==> src/rtl/mem_arb_pkg.sv <==
// Shared types for the program-memory port arbiter: load sizes, FSM states
// and the round-robin grant owner.
package mem_arb_pkg;

  typedef enum logic [1:0] {
    SZ_B   = 2'b00,
    SZ_H   = 2'b01,
    SZ_W   = 2'b10,
    SZ_RSV = 2'b11
  } size_e;

  typedef enum logic [1:0] {
    IDLE   = 2'd0,
    RESP_I = 2'd1,
    RESP_D = 2'd2
  } state_e;

  typedef enum logic {
    GNT_I = 1'b0,
    GNT_D = 1'b1
  } grant_e;

endpackage

==> src/rtl/mem_port_arbiter_align.sv <==
// Combinational load aligner: range/alignment checking plus byte/half/word
// extraction with sign or zero extension. Shared by fetch and data ports.
module load_align
  import mem_arb_pkg::*;
#(
  parameter int unsigned MEM_BYTES = 256,
  parameter int unsigned DATA_W    = 32
) (
  input  logic [DATA_W-1:0] rdata,
  input  logic [31:0]       addr,
  input  size_e             size,
  input  logic              is_unsigned,
  output logic [DATA_W-1:0] data,
  output logic              err
);

  function automatic logic [DATA_W-1:0] ext_byte(input logic [7:0] b, input logic u);
    logic signed [7:0] s;
    s = signed'(b);
    return u ? DATA_W'(b) : DATA_W'(s);
  endfunction

  function automatic logic [DATA_W-1:0] ext_half(input logic [15:0] h, input logic u);
    logic signed [15:0] s;
    s = signed'(h);
    return u ? DATA_W'(h) : DATA_W'(s);
  endfunction

  logic [2:0]  nbytes;
  logic        misaligned;
  logic        reserved;
  logic [32:0] end_addr;
  logic [DATA_W-1:0] raw;

  always_comb begin
    nbytes     = 3'd4;
    misaligned = 1'b0;
    reserved   = 1'b0;
    raw        = rdata;
    case (size)
      SZ_B: begin
        nbytes = 3'd1;
        raw    = ext_byte(rdata[7:0], is_unsigned);
      end
      SZ_H: begin
        nbytes     = 3'd2;
        misaligned = addr[0];
        raw        = ext_half(rdata[15:0], is_unsigned);
      end
      SZ_W: begin
        nbytes     = 3'd4;
        misaligned = (addr[1:0] != 2'b00);
      end
      SZ_RSV: begin
        reserved = 1'b1;
      end
    endcase
    // 33-bit sum so addresses just below 2^32 cannot wrap into range
    end_addr = {1'b0, addr} + 33'(nbytes);
    err      = reserved | misaligned | (end_addr > 33'(MEM_BYTES));
    data     = err ? '0 : raw;
  end

endmodule

==> src/rtl/mem_port_arbiter.sv <==
// Round-robin arbiter sharing one combinational-read program memory between
// the fetch port and the load port; one registered response outstanding.
module mem_port_arbiter
  import mem_arb_pkg::*;
#(
  parameter int unsigned MEM_BYTES = 256,
  parameter int unsigned DATA_W    = 32
) (
  input  logic              clk,
  input  logic              rst,
  input  logic              i_req_valid,
  output logic              i_req_ready,
  input  logic [31:0]       i_req_addr,
  output logic              i_resp_valid,
  input  logic              i_resp_ready,
  output logic [DATA_W-1:0] i_resp_data,
  output logic              i_resp_err,
  input  logic              d_req_valid,
  output logic              d_req_ready,
  input  logic [31:0]       d_req_addr,
  input  logic [1:0]        d_req_size,
  input  logic              d_req_unsigned,
  output logic              d_resp_valid,
  input  logic              d_resp_ready,
  output logic [DATA_W-1:0] d_resp_data,
  output logic              d_resp_err,
  output logic [31:0]       mem_addr,
  input  logic [DATA_W-1:0] mem_rdata
);

  state_e            state;
  grant_e            last_grant;
  logic              idle;
  logic              gnt_i;
  logic              gnt_d;
  size_e             al_size;
  logic              al_uns;
  logic [DATA_W-1:0] al_data;
  logic              al_err;
  logic [DATA_W-1:0] data_p1;
  logic              err_p1;

  // Accept stage: ready depends only on the other port's valid
  assign idle        = (state == IDLE) && !rst;
  assign i_req_ready = idle && (!d_req_valid || last_grant == GNT_D);
  assign d_req_ready = idle && (!i_req_valid || last_grant == GNT_I);
  assign gnt_i       = i_req_valid && i_req_ready;
  assign gnt_d       = d_req_valid && d_req_ready;

  assign mem_addr = gnt_i ? i_req_addr : (gnt_d ? d_req_addr : 32'd0);
  assign al_size  = gnt_i ? SZ_W : size_e'(d_req_size);
  assign al_uns   = gnt_i | d_req_unsigned;

  load_align #(
    .MEM_BYTES(MEM_BYTES),
    .DATA_W   (DATA_W)
  ) u_align (
    .rdata      (mem_rdata),
    .addr       (mem_addr),
    .size       (al_size),
    .is_unsigned(al_uns),
    .data       (al_data),
    .err        (al_err)
  );

  always_ff @(posedge clk) begin
    if (rst) begin
      state      <= IDLE;
      last_grant <= GNT_D;
      data_p1    <= '0;
      err_p1     <= 1'b0;
    end else begin
      case (state)
        IDLE: begin
          if (gnt_i || gnt_d) begin
            state      <= gnt_i ? RESP_I : RESP_D;
            last_grant <= gnt_i ? GNT_I : GNT_D;
            data_p1    <= al_data;
            err_p1     <= al_err;
          end
        end
        RESP_I:  if (i_resp_ready) state <= IDLE;
        RESP_D:  if (d_resp_ready) state <= IDLE;
        default: state <= IDLE;
      endcase
    end
  end

  // Response stage: outputs of the idle port are held at zero
  assign i_resp_valid = (state == RESP_I);
  assign d_resp_valid = (state == RESP_D);
  assign i_resp_data  = i_resp_valid ? data_p1 : '0;
  assign i_resp_err   = i_resp_valid & err_p1;
  assign d_resp_data  = d_resp_valid ? data_p1 : '0;
  assign d_resp_err   = d_resp_valid & err_p1;

endmodule

==> config.mk <==
export PLATFORM = sky130hd
export DESIGN_NAME = mem_port_arbiter
export DESIGN_NICKNAME = d
export VERILOG_FILES = /design/src/rtl/mem_arb_pkg.sv /design/src/rtl/mem_port_arbiter_align.sv /design/src/rtl/mem_port_arbiter.sv
export SDC_FILE = /design/constraint.sdc
export NUM_CORES = 1
export LEC_CHECK = 0
export ABC_AREA = 0
export ABC_CLOCK_PERIOD_IN_PS = 9550
export BUFFER_PORTS_ARGS = -buffer_cell sky130_fd_sc_hd__buf_2
export CORE_UTILIZATION = 46
export DETAILED_ROUTE_END_ITERATION = 7
export MAX_ROUTING_LAYER = met4
export PLACE_DENSITY = 0.86
export SLEW_MARGIN = 10
export SYNTH_ARGS = -nofsm -noshare
export SYNTH_HDL_FRONTEND = slang
export SYNTH_SLANG_ARGS = --single-unit
==> constraint.sdc <==
create_clock -name clk -period 9.55 [get_ports clk]
set_input_delay 1.91 -clock clk [delete_from_list [all_inputs] [get_ports clk]]
set_output_delay 1.91 -clock clk [all_outputs]
set_load 0.02 [all_outputs]
---- Word level (Yosys, flattened, before mapping) ----
Index checks and enable logic that the tools add are counted.
cells by class
  eq/ne operators ......................... 8
  add/subtract/negate cells ............... 1
  bitwise operators ....................... 6
  reductions and logical operators ........ 16
  order comparisons ....................... 1
  shift-type cells ........................ 0
  div/mod/pow operators ................... 0
  multipliers ............................. 0
  mux-type cells .......................... 18
operator list
  kind                                                                      count
  32-bit 2-to-1 mux                                                         7
  32-bit case mux with 2 select lines                                       1
  32-bit by 3-bit adder with 33-bit output                                  1
  33-bit by 9-bit > comparator with 1-bit output (second input constant)    1
  2-bit 2-to-1 mux                                                          5
  2-bit == test (second input constant)                                     3
  2-bit by 1-bit inequality test with 1-bit output (second input constant)  3
  2-bit case mux with 3 select lines                                        1
  3-bit case mux with 2 select lines                                        1
  1-bit logical AND                                                         5
  2-bit by 1-bit == test with 1-bit output (second input constant)          2
  2-bit zero test                                                           2
  1-bit zero test                                                           3
  1-bit logical OR                                                          3
  1-bit bitwise OR                                                          3
  3-bit AND reduction                                                       1
  1-bit bitwise AND                                                         2
  1-bit 2-to-1 mux                                                          2
  1-bit case mux with 2 select lines                                        1
  2-bit AND reduction                                                       1
  2-bit nonzero test                                                        1
  1-bit NOT                                                                 1
storage, ports and cells
  register bits after elaboration ......... 36
  bits in writable memories ............... 0
  word-level logic and storage cells ...... 54
  latch bits .............................. 0
  ROM bits ................................ 0
  memories kept ........................... 0
  output and inout port bits .............. 102

---- Logic depth before layout (Yosys ltp) ----
Gate-level depths: netlist of run 1.
  depth in word-level cells ............... 11
  gate-level depth with buffers ........... 19
  mapped depth without buffers ............ 15

---- Cells and area by module ----
Synthesis of run 1 repeated with hierarchy kept, for this count alone.
unflattened totals
  cell total of the unflattened synthesis .. 534
  area, all modules ....................... 3875.0 um2
modules (own cells, without submodules)
  module            instances  cells an instance  seq. area each (um2)  area an instance (um2)
  mem_port_arbiter  1          288                720.7                 2260.9
  load_align        1          246                0.0                   1614.0

---- Least setup slack after synthesis of run 1 ----
Ideal clock, no wire load.
  kind .................................... input -> register
  from .................................... input d_req_valid
  to ...................................... register data_p1[0]
  slack ................................... 3796 ps
  stages .................................. 19
  required time ........................... 9481 ps
  path buffers ............................ 6
  data arrival time ....................... 5685 ps
  cells stage by stage .................... nand2b_1 > clkbuf_1 > and3_1 > clkbuf_1 > buf_2 > clkbuf_1 > nor2_1 > clkinv_1 > clkbuf_1 > ha_1 > a21oi_1 > a221oi_4 > nand4_4 > nor4_2 > o2111ai_1 > a2111oi_2 > nand2_2 > buf_6 > o21ai_1
on the way
  word-level cells in the longest chain between the ends .. 11
  elaborated cells between the ends (all ways) .. 24
  those cells by class .................... 1 x add/sub; 1 x order compare; 3 x eq/ne; 8 x mux; 2 x bitwise; 9 x reduce/logical
RTL lines
  item                                                                         line                          RTL
  start, declared                                                              mem_port_arbiter.sv:18        input logic d_req_valid,
  1-bit zero test                                                              mem_port_arbiter.sv:45        assign i_req_ready = idle && (!d_req_valid || last_grant == GNT_D);
  1-bit logical OR                                                             mem_port_arbiter.sv:45
  1-bit logical AND                                                            mem_port_arbiter.sv:45
  1-bit logical AND                                                            mem_port_arbiter.sv:47        assign gnt_i = i_req_valid && i_req_ready;
  2-bit 2-to-1 mux                                                             mem_port_arbiter.sv:51        assign al_size = gnt_i ? SZ_W : size_e'(d_req_size);
  2-bit by 1-bit == test with 1-bit output or 2-bit zero test (tied branches)  mem_port_arbiter_align.sv:40  case (size)
  3-bit case mux with 2 select lines                                           mem_port_arbiter_align.sv:40
  32-bit by 3-bit adder with 33-bit output                                     mem_port_arbiter_align.sv:59  end_addr = {1'b0, addr} + 33'(nbytes);
  33-bit by 9-bit > comparator with 1-bit output                               mem_port_arbiter_align.sv:60  err = reserved | misaligned | (end_addr > 33'(MEM_BYTES));
  1-bit bitwise OR                                                             mem_port_arbiter_align.sv:60
  32-bit 2-to-1 mux                                                            mem_port_arbiter_align.sv:61  data = err ? '0 : raw;
  end signal, assigned                                                         mem_port_arbiter.sv:78        data_p1 <= al_data;
  end, declared                                                                mem_port_arbiter.sv:40        logic [DATA_W-1:0] data_p1;
Parallel ways exist; a longest one is shown, timed or not.
A chain may end at the register's enable or synchronous reset.

---- Final worst setup path of run 1 ----
Ends and elaborated chain as after synthesis.

==> impl_metrics.ini, run 1 <==
[clock_network]
cts-root-buf = clkbuf_8
worstSkewPairLatency_ps = 300
path_clk_slew_ps = 70
holdBufCountCts = 0
post_cts_buffers = 0
clock-sinks = 36
numCtsBuffers = 5
cts_resized = 0
htree_levels = 2
cts.path.max_buffers = 2
tritoncts = done

[yosys]
yosys.area.top_type_share = 0.184
synth_nets = 685
synth_flop_cell = dfxtp_1
synth_area_leader_cell = dfxtp_1
synth_cell_types = 70
ys_ff_latch = 36
synth_warnings = 0
async_flop_share = 0
syn_inst = 571
syn-cell-area_um2 = 3910
synth.area.top_cells = dfxtp_1 (18%), and2_1 (12%), nand2_1 (5.6%)
synth-edff-count = 0
avgSynthCellArea_um2 = 6.85
synth-seq-area-share = 0.184

[global_route]
grt_remaining_overflow = 0
grt_start_max_net_pins = 43
grt_pass1_vias = 4506
grt_first_pass_wirelength_um = 21200
groute.usage.overall = 0.306
antenna_found_initial = 0

[floorplan]
boundaryPins = 207
rows = 33
core_area_um2 = 8220
die_y_um = 94.2
initial_core_util = 0.476
die_x_um = 94.2
die_area_um2 = 8870

[route]
first_iter_violations = 430
ant_nets = 0
drc = 0
drt_pass1_iterations = 6
vias = 5156
wl_um = 13800
vias_per_cell = 6.07
wl_per_cell_um = 16.3

[hold_path]
hp-start = data_p1[4]
hold_path.class = reg -> reg

[setup_path]
start_kind = primary input
arrival_ps = 7410
cp.required_ps = 9770
rr_worst_depth = 14
crit_chain = buf_2, nand2b_1, and3_1, nor2_1, clkinv_1, ha_1, a21oi_1, a221oi_4, nand4_4, nor4_2, o2111ai_1, a2111oi_2, nand2_2, o21ai_1
reg2reg_to = data_p1[0]
cpPeakStageDelay_ps = 680
crit_end = data_p1[0]
r2r_slack_ps = 4050
path_class = in -> reg
cp_slowest_cell = and3_1
startpoint = d_req_valid
worstPathMaxFanout = 33
r2r-start = state[0]
end_kind = flip-flop

[sta]
worstMarginPinSlew_ps = 977
finalWorstSetupSlack_ps = 2360
rsz0062_at_grt = false
relSlewSlack = 0.346
min_period_ps = 7190
finalHoldViolations = 0
drv_slew = 0
setup_viol = 0
tns_ps = 0
min_period_over_period = 0.752
clock_skew_ps = 5.61
clock.fmax_mhz = 139

[final_layout]
final_common_cell = buf_2
final_cell_mix = buf_2 (206), and2_1 (73), nand2_1 (58), nand3_1 (43), nor2_1 (41)
syn2layout_area_growth_pct = 28.2
num-nets-final = 858
drive_gt1_frac = 0.319
insertedDiodeCount = 0

[placed_design]
hpwl_um = 10600
port-buffer-count = 206
gp_congestion = 0.977
post-place-ws_ps = 2170

[pwr]
power.density_nw_per_um2 = 93.8
leakage_nw = 2.42
ir_drop_mv = 0.0546

[outcome]
status = completed

[flow_run]
max_cap_viol_count = 0
## critical path: cells and delay by family
| family | cells | cell delay [ps] |
|---|---|---|
| AOI/OAI and AO/OA | 5 | 1350 |
| and+or+nand+nor | 6 | 2510 |
| buffers and inverters | 2 | 1000 |
| adders and majority gates | 1 | 590 |
## cell usage after synthesis (all sizes together) (4+ instances only)
master	n
and2	73
o21ai	42
mux2i	4
nand4b	8
a211oi	4
a211o	4
a21o	6
dfxtp	36
nand4	27
a221oi	6
nor3	17
a22o	12
nand3	44
nor2	41
ha	8
a31oi	9
buf	17
clkbuf	29
a21oi	38
inv	14
nor2b	4
nand2	59
and3	6
a22oi	7
nand2b	4
## flip-flops by register name (all words and copies together) (netlist names)
| name | cells |
|---|---|
| last_grant | 1 |
| data_p1 | 32 |
| err_p1 | 1 |
| state | 2 |
## cell families after synthesis
kind of cell             Yosys count  synth area share
AND/OR/NAND/NOR                  300             0.420
multiplexers                       5            0.0131
XOR/XNOR                           6            0.0134
adder cells (fa/ha/maj)            9            0.0307
buffers and inverters             61            0.0701
AO/OA/AOI/OAI                    154             0.269
flip-flops                        36             0.184
## where the power goes
group          total, W  internal (W)  switching, W
Clock          0.000118     0.0000586     0.0000590
Combinational  0.000196     0.0000669      0.000129
Sequential     0.000156      0.000152    0.00000382
## layer usage
| layer | GRT usage | part of all wire |
|---|---|---|
| met5 | - | 0 |
| met4 | 0.118 | 0.034 |
| met3 | 0.0453 | 0.069 |
| met2 | 0.514 | 0.49 |
| met1 | 0.367 | 0.40 |
## area by class of cell
type / instances / area (um2)
clock buffers: 7 / 86.3
clock inverters: 1 / 7.51
fillers: 780 / 3210
inverters: 15 / 56.3
multi-input cells: 474 / 2930
flip-flops and latches: 36 / 721
well taps: 105 / 131
repair buffers: 212 / 1080
## worst min-delay path by stage
stage               depth (start not counted)     endpoint
floorplan                                   2   data_p1[2]
global placement                            2   data_p1[4]
detailed placement                          2   data_p1[4]
CTS                                         2   data_p1[4]
global route                                2  data_p1[27]
finish                                      2   data_p1[4]
## stage by stage
stage	total power, W	hold slack [ps]	instance area [um2]	utilization	cells
after CTS	0.000465	457	5010	0.610	850
final	0.000470	456	5010	0.610	850
after global routing	0.000493	480	5010	0.610	850
after global placement	0.000348	442	4920	0.598	842
after detailed placement	0.000352	448	4920	0.598	842
after floorplan	0.000287	429	3910	-	571
Note: power is estimated with default switching activity, not from simulation.
==> inputs of run 2 (changes only) <==
--- a/config.mk
+++ b/config.mk
@@ -5,13 +5,13 @@
 export SDC_FILE = /design/constraint.sdc
 export NUM_CORES = 1
 export LEC_CHECK = 0
-export ABC_AREA = 0
-export ABC_CLOCK_PERIOD_IN_PS = 9550
+export ABC_AREA = 1
+export ABC_CLOCK_PERIOD_IN_PS = 5900
 export BUFFER_PORTS_ARGS = -buffer_cell sky130_fd_sc_hd__buf_2
-export CORE_UTILIZATION = 46
+export CORE_UTILIZATION = 43
 export DETAILED_ROUTE_END_ITERATION = 7
 export MAX_ROUTING_LAYER = met4
-export PLACE_DENSITY = 0.86
+export PLACE_DENSITY = 0.83
 export SLEW_MARGIN = 10
 export SYNTH_ARGS = -nofsm -noshare
 export SYNTH_HDL_FRONTEND = slang
==> constraint.sdc (replaced) <==
create_clock -name clk -period 5.9 [get_ports clk]
set_input_delay 1.18 -clock clk [delete_from_list [all_inputs] [get_ports clk]]
set_output_delay 1.18 -clock clk [all_outputs]
set_load 0.02 [all_outputs]
==> run 2 against run 1 <==
  * Clock power increased by 44%
  * Wire length decreased by 11%
  * Highest routed layer unchanged
  * Non-clock buffer count fell by 4
  * Largest cell class unchanged
  * First-iteration DRC count fell by 43%
  * Combinational power is 34% higher
  * Critical path depth up 8
  * Core utilization down 4.3 points
  * Die area increased by 14%
  * Synthesized cell count up 26%
  * Count of clock-buffer cells in the layout down 2
==> impl_metrics.ini, run 2 <==
[outcome]
status = completed

[pwr]
power.density_nw_per_um2 = 129
power.total_w = 0.000680
ir_drop_mv = 0.102
leakage_nw = 2.54

[setup_path]
end_kind = flip-flop
cpPeakStageDelay_ps = 620
cp_top_family = simple AND/OR/NAND/NOR gates
start_kind = primary input
arrival_ps = 5220
path_class = in -> reg
crit_chain = buf_2, nand2_2, nand3_2, nor2_4, a22oi_1, inv_1, ha_1, fa_1, a21oi_1, inv_1, nand2_1, nor2_4, nand3_1, o21ai_1, nand2_1, inv_1, nand3_1, nor2_1, nand3_2, nor2_8, nand2_1, a21oi_1
critPathBufInv = 4
cp.required_ps = 6110
worstPathMaxFanout = 33
cp_slowest_cell = nor2_4

[clock_network]
post_cts_buffers = 0
tritoncts = done
holdBufCountCts = 0
cts_resized = 0
htree_levels = 2
cts.path.max_buffers = 2
clock-sinks = 36
worstSkewPairLatency_ps = 290
path_clk_slew_ps = 80
cts-root-buf = clkbuf_8
numCtsBuffers = 5

[yosys]
synth_area_leader_cell = dfxtp_1
ys_ff_latch = 36
async_flop_share = 0
avgSynthCellArea_um2 = 5.79
synth_flop_cell = dfxtp_1
syn_inst = 719
syn-cell-area_um2 = 4160
synth_nets = 833
synth_cell_types = 42
synth_warnings = 0
synth.area.top_cells = dfxtp_1 (17%), nand2_1 (16%), nor2_1 (14%)
synth-edff-count = 0
yosys.area.top_type_share = 0.173
synth.top_cells.by_count = nand2_1 (178), nor2_1 (156), inv_1 (81), nand2_2 (54), nand3_1 (41)
yosysMostFrequentCell = nand2_1
synth-seq-area-share = 0.173

[placed_design]
dp.cells = 1028
post-place-ws_ps = 615
hpwl_um = 9940
gp_congestion = 0.958
port-buffer-count = 206

[sta]
setup_viol = 0
tns_ps = 0
min_period_ps = 5010
worstMarginPinSlew_ps = 1140
finalWorstSetupSlack_ps = 890
drv_slew = 0
min_period_over_period = 0.849
rsz0062_at_grt = false
clock_skew_ps = 10.4
clock.fmax_mhz = 200
relSlewSlack = 0.236
finalHoldViolations = 0

[route]
vias_per_cell = 4.79
drc = 0
ant_nets = 0
wl_per_cell_um = 11.9
vias = 4966
first_iter_violations = 245
drt_pass1_iterations = 4
wl_um = 12400

[final_layout]
postLayoutCoreUtil = 0.566
syn2layout_area_growth_pct = 26.9
fin_cells = 1036
num-nets-final = 1020
drive_gt1_frac = 0.378
reg.largest.list = data_p1: 32 flops, state: 2 flops
final_common_cell = buf_2
top_register = data_p1
fill_cells = 959
largest_register_ff_count = 32
final_cell_mix = buf_2 (206), nand2_1 (178), nor2_1 (155), inv_1 (81), nand2_2 (54)
insertedDiodeCount = 0

[global_route]
grt_pass1_vias = 4389
grt_first_pass_wirelength_um = 20100
grt_start_max_net_pins = 50
grt_remaining_overflow = 0
antenna_found_initial = 0
groute.usage.overall = 0.250

[floorplan]
core_area_um2 = 9330
die_y_um = 100
rows = 35
boundaryPins = 207
die_area_um2 = 10100
initial_core_util = 0.446
die_x_um = 100

[flow_run]
max_cap_viol_count = 0

[hold_path]
hold_path.class = reg -> reg
run 2: layer usage:
metal	GRT usage	share of wire	wire, um
met3	0.0292	0.054	669
met1	0.317	0.45	5520
met5	-	0	0
met2	0.420	0.48	5970
met4	0.0691	0.016	201
run 2: layout make-up:
cell class,count,area [um2],area share
multi-input cells,563,2920,0.552
repair buffers,208,1050,0.198
flip-flops and latches,36,721,0.136
inverters,92,349,0.0661
well taps,129,161,0.0305
clock buffers,5,68.8,0.0130
clock inverters,3,18.8,0.00355
run 2: metrics by stage:
step | cell area, um2 | hold slack [ps]
after global routing | 5280 | 491
after global placement | 5200 | 455
after CTS | 5280 | 472
after detailed placement | 5200 | 458
final | 5280 | 469
after floorplan | 4160 | 443
run 2: tightest hold or removal path, delay by kind of cell, from the launching register on:
family	cells	cell delay, ps
AND/OR/NAND/NOR	1	60
AO/OA/AOI/OAI	1	50
flip-flops	1	320
run 2: final timing paths:
check	start	end	slack, ps	depth (start not counted)
max	i_req_valid	data_p1[21]	890	22
min	data_p1[23]	data_p1[23]	470	2
max reg2reg	state[0]	data_p1[21]	1590	24
min reg2reg	data_p1[23]	data_p1[23]	470	2
run 2: kinds of logic after synthesis:
logic type                 Yosys count  synth area share
DFF                                 36             0.173
buffers and inverters              120             0.128
and+or+nand+nor                    472             0.519
AOI/OAI and AO/OA                   76             0.139
xor gates and xnor gates             6            0.0126
adders and majority gates            9            0.0288
run 2: power by group:
group          internal [W]  switching, W  leakage (nW)
registers          0.000246    0.00000210         0.291
logic             0.0000861      0.000176          2.20
clock network     0.0000822     0.0000881        0.0479
